## config.mk

```make
export PLATFORM = sky130hd
export DESIGN_NAME = apb_bridge_fsm
export DESIGN_NICKNAME = d
export VERILOG_FILES = /design/src/rtl/ahb_apb_pkg.sv /design/src/rtl/ahb_apb_decoder.sv /design/src/rtl/apb_bridge_fsm.sv
export SDC_FILE = /design/constraint.sdc
export NUM_CORES = 1
export LEC_CHECK = 0
export ABC_AREA = 1
export BUFFER_PORTS_ARGS = -buffer_cell sky130_fd_sc_hd__buf_2
export CORE_ASPECT_RATIO = 0.6
export CORE_MARGIN = 2
export CORE_UTILIZATION = 25
export DETAILED_ROUTE_END_ITERATION = 8
export SLEW_MARGIN = 20
export SYNTH_ARGS = -nofsm -noshare
export SYNTH_HDL_FRONTEND = slang
export SYNTH_SLANG_ARGS = --single-unit
export TNS_END_PERCENT = 5
```

## constraint.sdc

```tcl
create_clock -name clk -period 2.1 [get_ports clk]
set_input_delay 0.105 -clock clk [delete_from_list [all_inputs] [get_ports clk]]
set_output_delay 0.105 -clock clk [all_outputs]
set_load 0.005 [all_outputs]
```

## src/rtl/ahb_apb_pkg.sv

```systemverilog
// Shared encodings for the AHB-to-APB bridge: transfer types, responses,
// FSM state codes and the APB slave address map.
package ahb_apb_pkg;

    localparam logic [1:0] HTRANS_IDLE   = 2'b00;
    localparam logic [1:0] HTRANS_BUSY   = 2'b01;
    localparam logic [1:0] HTRANS_NONSEQ = 2'b10;
    localparam logic [1:0] HTRANS_SEQ    = 2'b11;

    localparam logic [1:0] HRESP_OKAY  = 2'b00;
    localparam logic [1:0] HRESP_ERROR = 2'b01;

    typedef logic [2:0] state_t;
    localparam state_t ST_IDLE   = 3'd0;
    localparam state_t ST_WWAIT  = 3'd1;
    localparam state_t ST_RSETUP = 3'd2;
    localparam state_t ST_WSETUP = 3'd3;
    localparam state_t ST_ACCESS = 3'd4;
    localparam state_t ST_ERR1   = 3'd5;
    localparam state_t ST_ERR2   = 3'd6;

    localparam logic [31:0] SLV0_BASE  = 32'h8000_0000;
    localparam logic [31:0] SLV0_LIMIT = 32'h83FF_FFFF;
    localparam logic [31:0] SLV1_BASE  = 32'h8400_0000;
    localparam logic [31:0] SLV1_LIMIT = 32'h87FF_FFFF;
    localparam logic [31:0] SLV2_BASE  = 32'h8800_0000;
    localparam logic [31:0] SLV2_LIMIT = 32'h8BFF_FFFF;

    localparam logic [2:0] HSIZE_MAX = 3'b010;
    localparam int TIMEOUT_DEFAULT = 16;

    // Only NONSEQ/SEQ beats with the bus ready start a transfer.
    function automatic logic is_valid(input logic hreadyin, input logic [1:0] htrans);
        return hreadyin && ((htrans == HTRANS_NONSEQ) || (htrans == HTRANS_SEQ));
    endfunction

endpackage

```

## src/rtl/ahb_apb_decoder.sv

```systemverilog
// Address/size decoder: selects one APB slave or flags the transfer illegal.
module ahb_apb_decoder
    import ahb_apb_pkg::*;
(
    input  logic [31:0] haddr,
    input  logic [2:0]  hsize,
    output logic [2:0]  sel,
    output logic        illegal
);

    always_comb begin
        sel = 3'b000;
        if (haddr >= SLV0_BASE && haddr <= SLV0_LIMIT)
            sel = 3'b001;
        else if (haddr >= SLV1_BASE && haddr <= SLV1_LIMIT)
            sel = 3'b010;
        else if (haddr >= SLV2_BASE && haddr <= SLV2_LIMIT)
            sel = 3'b100;
        illegal = (sel == 3'b000) || (hsize > HSIZE_MAX);
    end

endmodule

```

## src/rtl/apb_bridge_fsm.sv

```systemverilog
// AHB-to-APB bridge: one AHB beat becomes one APB setup/access pair, with
// an ACCESS wait-state timeout that turns into a two-cycle AHB ERROR.
module apb_bridge_fsm
    import ahb_apb_pkg::*;
#(
    parameter int TIMEOUT = TIMEOUT_DEFAULT
) (
    input  logic        clk,
    input  logic        hresetn,
    input  logic        hwrite,
    input  logic [1:0]  htrans,
    input  logic [2:0]  hsize,
    input  logic [2:0]  hburst,
    input  logic        hreadyin,
    input  logic [31:0] haddr,
    input  logic [31:0] hwdata,
    output logic        hreadyout,
    output logic [1:0]  hresp,
    output logic [31:0] hrdata,
    output logic [31:0] paddr,
    output logic [31:0] pwdata,
    output logic        pwrite,
    output logic [2:0]  psel,
    output logic        penable,
    input  logic [31:0] prdata,
    input  logic        pready
);

    localparam int CNT_W = $clog2(TIMEOUT + 1);
    localparam logic [CNT_W-1:0] CNT_LAST = CNT_W'(TIMEOUT - 1);

    state_t           state;
    logic [CNT_W-1:0] wait_cnt;
    logic [31:0]      addr_q;
    logic             write_q;
    logic [2:0]       sel_q;
    logic [2:0]       dec_sel;
    logic             dec_illegal;
    logic             valid;
    logic             unused_burst;

    // Bursts are broken into independent single beats, so hburst carries no information.
    assign unused_burst = ^hburst;
    assign valid = is_valid(hreadyin, htrans);

    ahb_apb_decoder u_decoder (
        .haddr   (haddr),
        .hsize   (hsize),
        .sel     (dec_sel),
        .illegal (dec_illegal)
    );

    always_ff @(posedge clk or negedge hresetn) begin
        if (!hresetn) begin
            state     <= ST_IDLE;
            wait_cnt  <= '0;
            addr_q    <= '0;
            write_q   <= 1'b0;
            sel_q     <= 3'b000;
            hreadyout <= 1'b1;
            hresp     <= HRESP_OKAY;
            hrdata    <= '0;
            paddr     <= '0;
            pwdata    <= '0;
            pwrite    <= 1'b0;
            psel      <= 3'b000;
            penable   <= 1'b0;
        end else begin
            case (state)
                ST_IDLE: begin
                    hreadyout <= 1'b1;
                    hresp     <= HRESP_OKAY;
                    if (valid) begin
                        addr_q    <= haddr;
                        write_q   <= hwrite;
                        sel_q     <= dec_sel;
                        hreadyout <= 1'b0;
                        if (dec_illegal) begin
                            hresp <= HRESP_ERROR;
                            state <= ST_ERR1;
                        end else if (hwrite) begin
                            state <= ST_WWAIT;
                        end else begin
                            paddr   <= haddr;
                            psel    <= dec_sel;
                            pwrite  <= 1'b0;
                            penable <= 1'b0;
                            state   <= ST_RSETUP;
                        end
                    end
                end
                // hwdata arrives in the AHB data phase, one cycle after the address.
                ST_WWAIT: begin
                    pwdata  <= hwdata;
                    paddr   <= addr_q;
                    psel    <= sel_q;
                    pwrite  <= 1'b1;
                    penable <= 1'b0;
                    state   <= ST_WSETUP;
                end
                ST_RSETUP, ST_WSETUP: begin
                    penable  <= 1'b1;
                    wait_cnt <= '0;
                    state    <= ST_ACCESS;
                end
                ST_ACCESS: begin
                    if (pready) begin
                        hreadyout <= 1'b1;
                        if (!write_q)
                            hrdata <= prdata;
                        psel    <= 3'b000;
                        penable <= 1'b0;
                        state   <= ST_IDLE;
                    end else if (wait_cnt == CNT_LAST) begin
                        wait_cnt <= wait_cnt + 1'b1;
                        psel     <= 3'b000;
                        penable  <= 1'b0;
                        hresp    <= HRESP_ERROR;
                        state    <= ST_ERR1;
                    end else begin
                        wait_cnt <= wait_cnt + 1'b1;
                    end
                end
                ST_ERR1: begin
                    hresp     <= HRESP_ERROR;
                    hreadyout <= 1'b1;
                    state     <= ST_ERR2;
                end
                ST_ERR2: begin
                    hresp     <= HRESP_OKAY;
                    hreadyout <= 1'b1;
                    state     <= ST_IDLE;
                end
                default: begin
                    hresp     <= HRESP_OKAY;
                    hreadyout <= 1'b1;
                    psel      <= 3'b000;
                    penable   <= 1'b0;
                    state     <= ST_IDLE;
                end
            endcase
        end
    end

endmodule

```

==> flow_metrics.py <==
metrics = {
    "finish": {
        "final_common_cell": "nand2_1",
        "fin_nets": 1103,
        "fillers": 2521,
        "final_cell_mix": "265 x nand2_1, 206 x buf_2, 146 x dfrtp_1",
        "num_antenna_cells": 0,
        "fin_area_um2": 9480,
        "area_growth_pct": 45.4,
        "drive_above_1_share_pct": 29.4,
    },
    "hold_path": {
        "hold_path.class": "input pin to async pin",
    },
    "setup_path": {
        "required_ns": 2.42,
        "crit_fanout": 4,
        "ff2ff_setup_slack_ns": 0.26,
        "r2r-start": "wait_cnt[0]",
        "slowest_stage": "dfrtp_1",
        "crit_chain": "ha_1 > nand2_1 > nor2_1 > ha_1 > nor2_1 > nand3_1 > nand2_1 > nor3_2 > nand3_1 > nand2_1 > nand2_1",
        "slowest_delay_ns": 0.35,
        "critical_path_class": "register to register",
        "rr_endpoint": "psel[1]",
        "arrival_ns": 2.16,
        "cp-startpoint": "wait_cnt[0]",
        "start_kind": "register",
        "crit_top_cell": "nand2_1",
        "timing.reg2reg.worst_path_depth": 11,
        "end_kind": "register",
    },
    "detailed_routing": {
        "vias_per_cell": 4.27,
        "via_count": 5791,
        "drc": 0,
        "drtIter0Drc": 386,
        "wl_per_cell_um": 14.2,
        "first_pass_iters": 5,
        "ant_nets": 0,
        "wirelength_mm": 19.3,
    },
    "die": {
        "start_util_pct": 25.6,
        "die_y_um": 129,
        "die-area_um2": 27400,
        "placeableCoreArea_um2": 25400,
        "num_rows": 45,
        "dieWidth_um": 212,
        "ios": 213,
    },
    "grt": {
        "grt_antenna_before_repair": 1,
        "grt_pass1_wl_mm": 30.8,
        "grt.total_usage_pct": 14.8,
        "grt_pass1_vias": 5893,
        "grt_max_degree": 61,
        "grt_overflow": 0,
    },
    "power": {
        "vdd_ir_drop_max_uv": 663,
        "power_density_nw_per_um2": 1370,
        "leakagePower_uw": 0.00500,
    },
    "run": {
        "max_cap_violations": 0,
    },
    "timing": {
        "relSlewSlack_pct": 56.4,
        "tns_ns": 0,
        "finalCriticalPeriod_ns": 1.84,
        "timing.final.crit_share_pct": 87.7,
        "worst_slack_ns": 0.259,
        "rsz0062_at_grt": "no",
        "setup_violations": 0,
        "slew_viol_final": 0,
        "fmax_mhz": 543,
        "finClkSkew_ns": 0.00806,
        "hold_violations": 0,
        "tightestPinTransition_ns": 0.654,
    },
    "clocking": {
        "tritoncts": "done",
        "htree_levels": 4,
        "clockRootBuffer": "clkbuf_16",
        "clkTransAtPathRegs_ns": 0.06,
        "cts_buffer_depth": 2,
        "cts.sinks": 147,
        "cts.repair.resized": 0,
        "insertion_delay_ns": 0.44,
        "cts_buffers": 17,
        "post-cts-setup-buffers": 0,
    },
    "synthesis": {
        "postSynthCellCount": 691,
        "synth_warnings": 0,
        "synth.distinct_cells": 31,
        "synth-seq-cells": 147,
        "synth_flop_cell": "dfrtp_1",
        "synth_nets": 802,
        "async_flop_share_pct": 100,
        "synth_edf_count": 0,
        "postSynthAreaPerCell_um2": 9.43,
        "syn_area_um2": 6510,
        "synth-seq-area-share_pct": 56.5,
    },
    "place": {
        "placed_cell_area_um2": 7900,
        "portBuffers": 207,
        "dp_hpwl_mm": 12.5,
        "dpl_worst_slack_ns": 0.276,
        "gp_congestion": 0.750,
    },
    "run_status": {
        "status": "completed",
    },
}
## metrics by stage
stage               hold WS [ns]  std cells  power, uW  utilization [%]
CTS                        0.110       1357      13100             37.2
global placement          0.0317       1226       9710             31.0
finish                     0.138       1357      13000             37.2
detailed placement        0.0308       1226       9820             31.0
global route               0.139       1357      14000             37.2
floorplan                 -0.191        691       7890                -
## how the worst max path moves through the flow
| stage | endpoint | slack, ns | cells past startpoint |
|---|---|---|---|
| CTS | psel[0] | 0.26 | 11 |
| global placement | paddr[5] | 0.29 | 8 |
| global route | psel[1] | 0.11 | 11 |
| detailed placement | psel[0] | 0.28 | 11 |
| finish | psel[1] | 0.26 | 11 |
| floorplan | psel[1] | 0.56 | 11 |
## logic make-up (layout without fill, tap and decap cells)
kind of cell	count (synthesis)	after routing	share of synthesized area (%)
AO/OA/AOI/OAI	78	78	6.32
adder cells (fa/ha/maj)	2	2	0.384
multiplexers	32	32	7.26
buffers and inverters	90	404	6.93
AND/OR/NAND/NOR	341	341	22.6
flip-flops	147	147	56.5
other	1	1	0.0576
## final cells by class
class,instances,area [um2],share of cell area (%)
sequential,147,3680,38.8
multi-input combinational,454,2390,25.2
timing repair buffer,319,2180,23.0
clock buffer,23,478,5.04
tap,352,440,4.65
inverter,53,201,2.13
clock inverter,9,106,1.12
## report_power, final
group | switching (uW) | internal (uW)
registers | 700 | 4160
logic | 2820 | 2260
clock network | 1210 | 1840
total | 4720 | 8250
## sequential cells by signal, summed over array words and instances, names as in the netlist, 3 cells and up
signal / flops
addr_q: 32
hrdata: 32
paddr: 32
pwdata: 32
wait_cnt: 5
psel: 3
sel_q: 3
state: 3
## critical path, delay by kind of cell, from the launching register on
family        cells  cell delay [ns]
flops             1             0.35
simple gates      9             1.04
fa+ha+maj         2             0.33
## cell usage after synthesis (2+ instances only)
master	number	area [um2]
a21oi_1	3	15.0
buf_2	16	80.1
buf_4	8	60.1
buf_6	8	90.1
clkbuf_1	4	15.0
dfrtp_1	146	3650
ha_1	2	25.0
inv_1	52	195
mux2_2	2	22.5
mux2_4	30	450
nand2_1	265	995
nand2_2	3	18.8
nand2_4	3	33.8
nand3_1	14	70.1
nand3b_1	2	15.0
nand4_1	34	213
nor2_1	13	48.8
nor2_4	2	22.5
nor3_1	2	10.0
o21ai_0	71	355
## per-layer routing
metal,share of wire [%],global-route usage [%],vias up
met4,1.6,4.85,0
li1,-,-,2818
met3,8.1,5.70,25
met1,46,19.0,2737
met5,0,0,-
met2,44,23.0,211
## what timing repair did
action                                  4_1_cts  5_1_grt
endpoints found under the setup margin        0        0
hold endpoints to repair                    248        0
hold buffers                                 99        0
(Power assumes the default switching activity.)
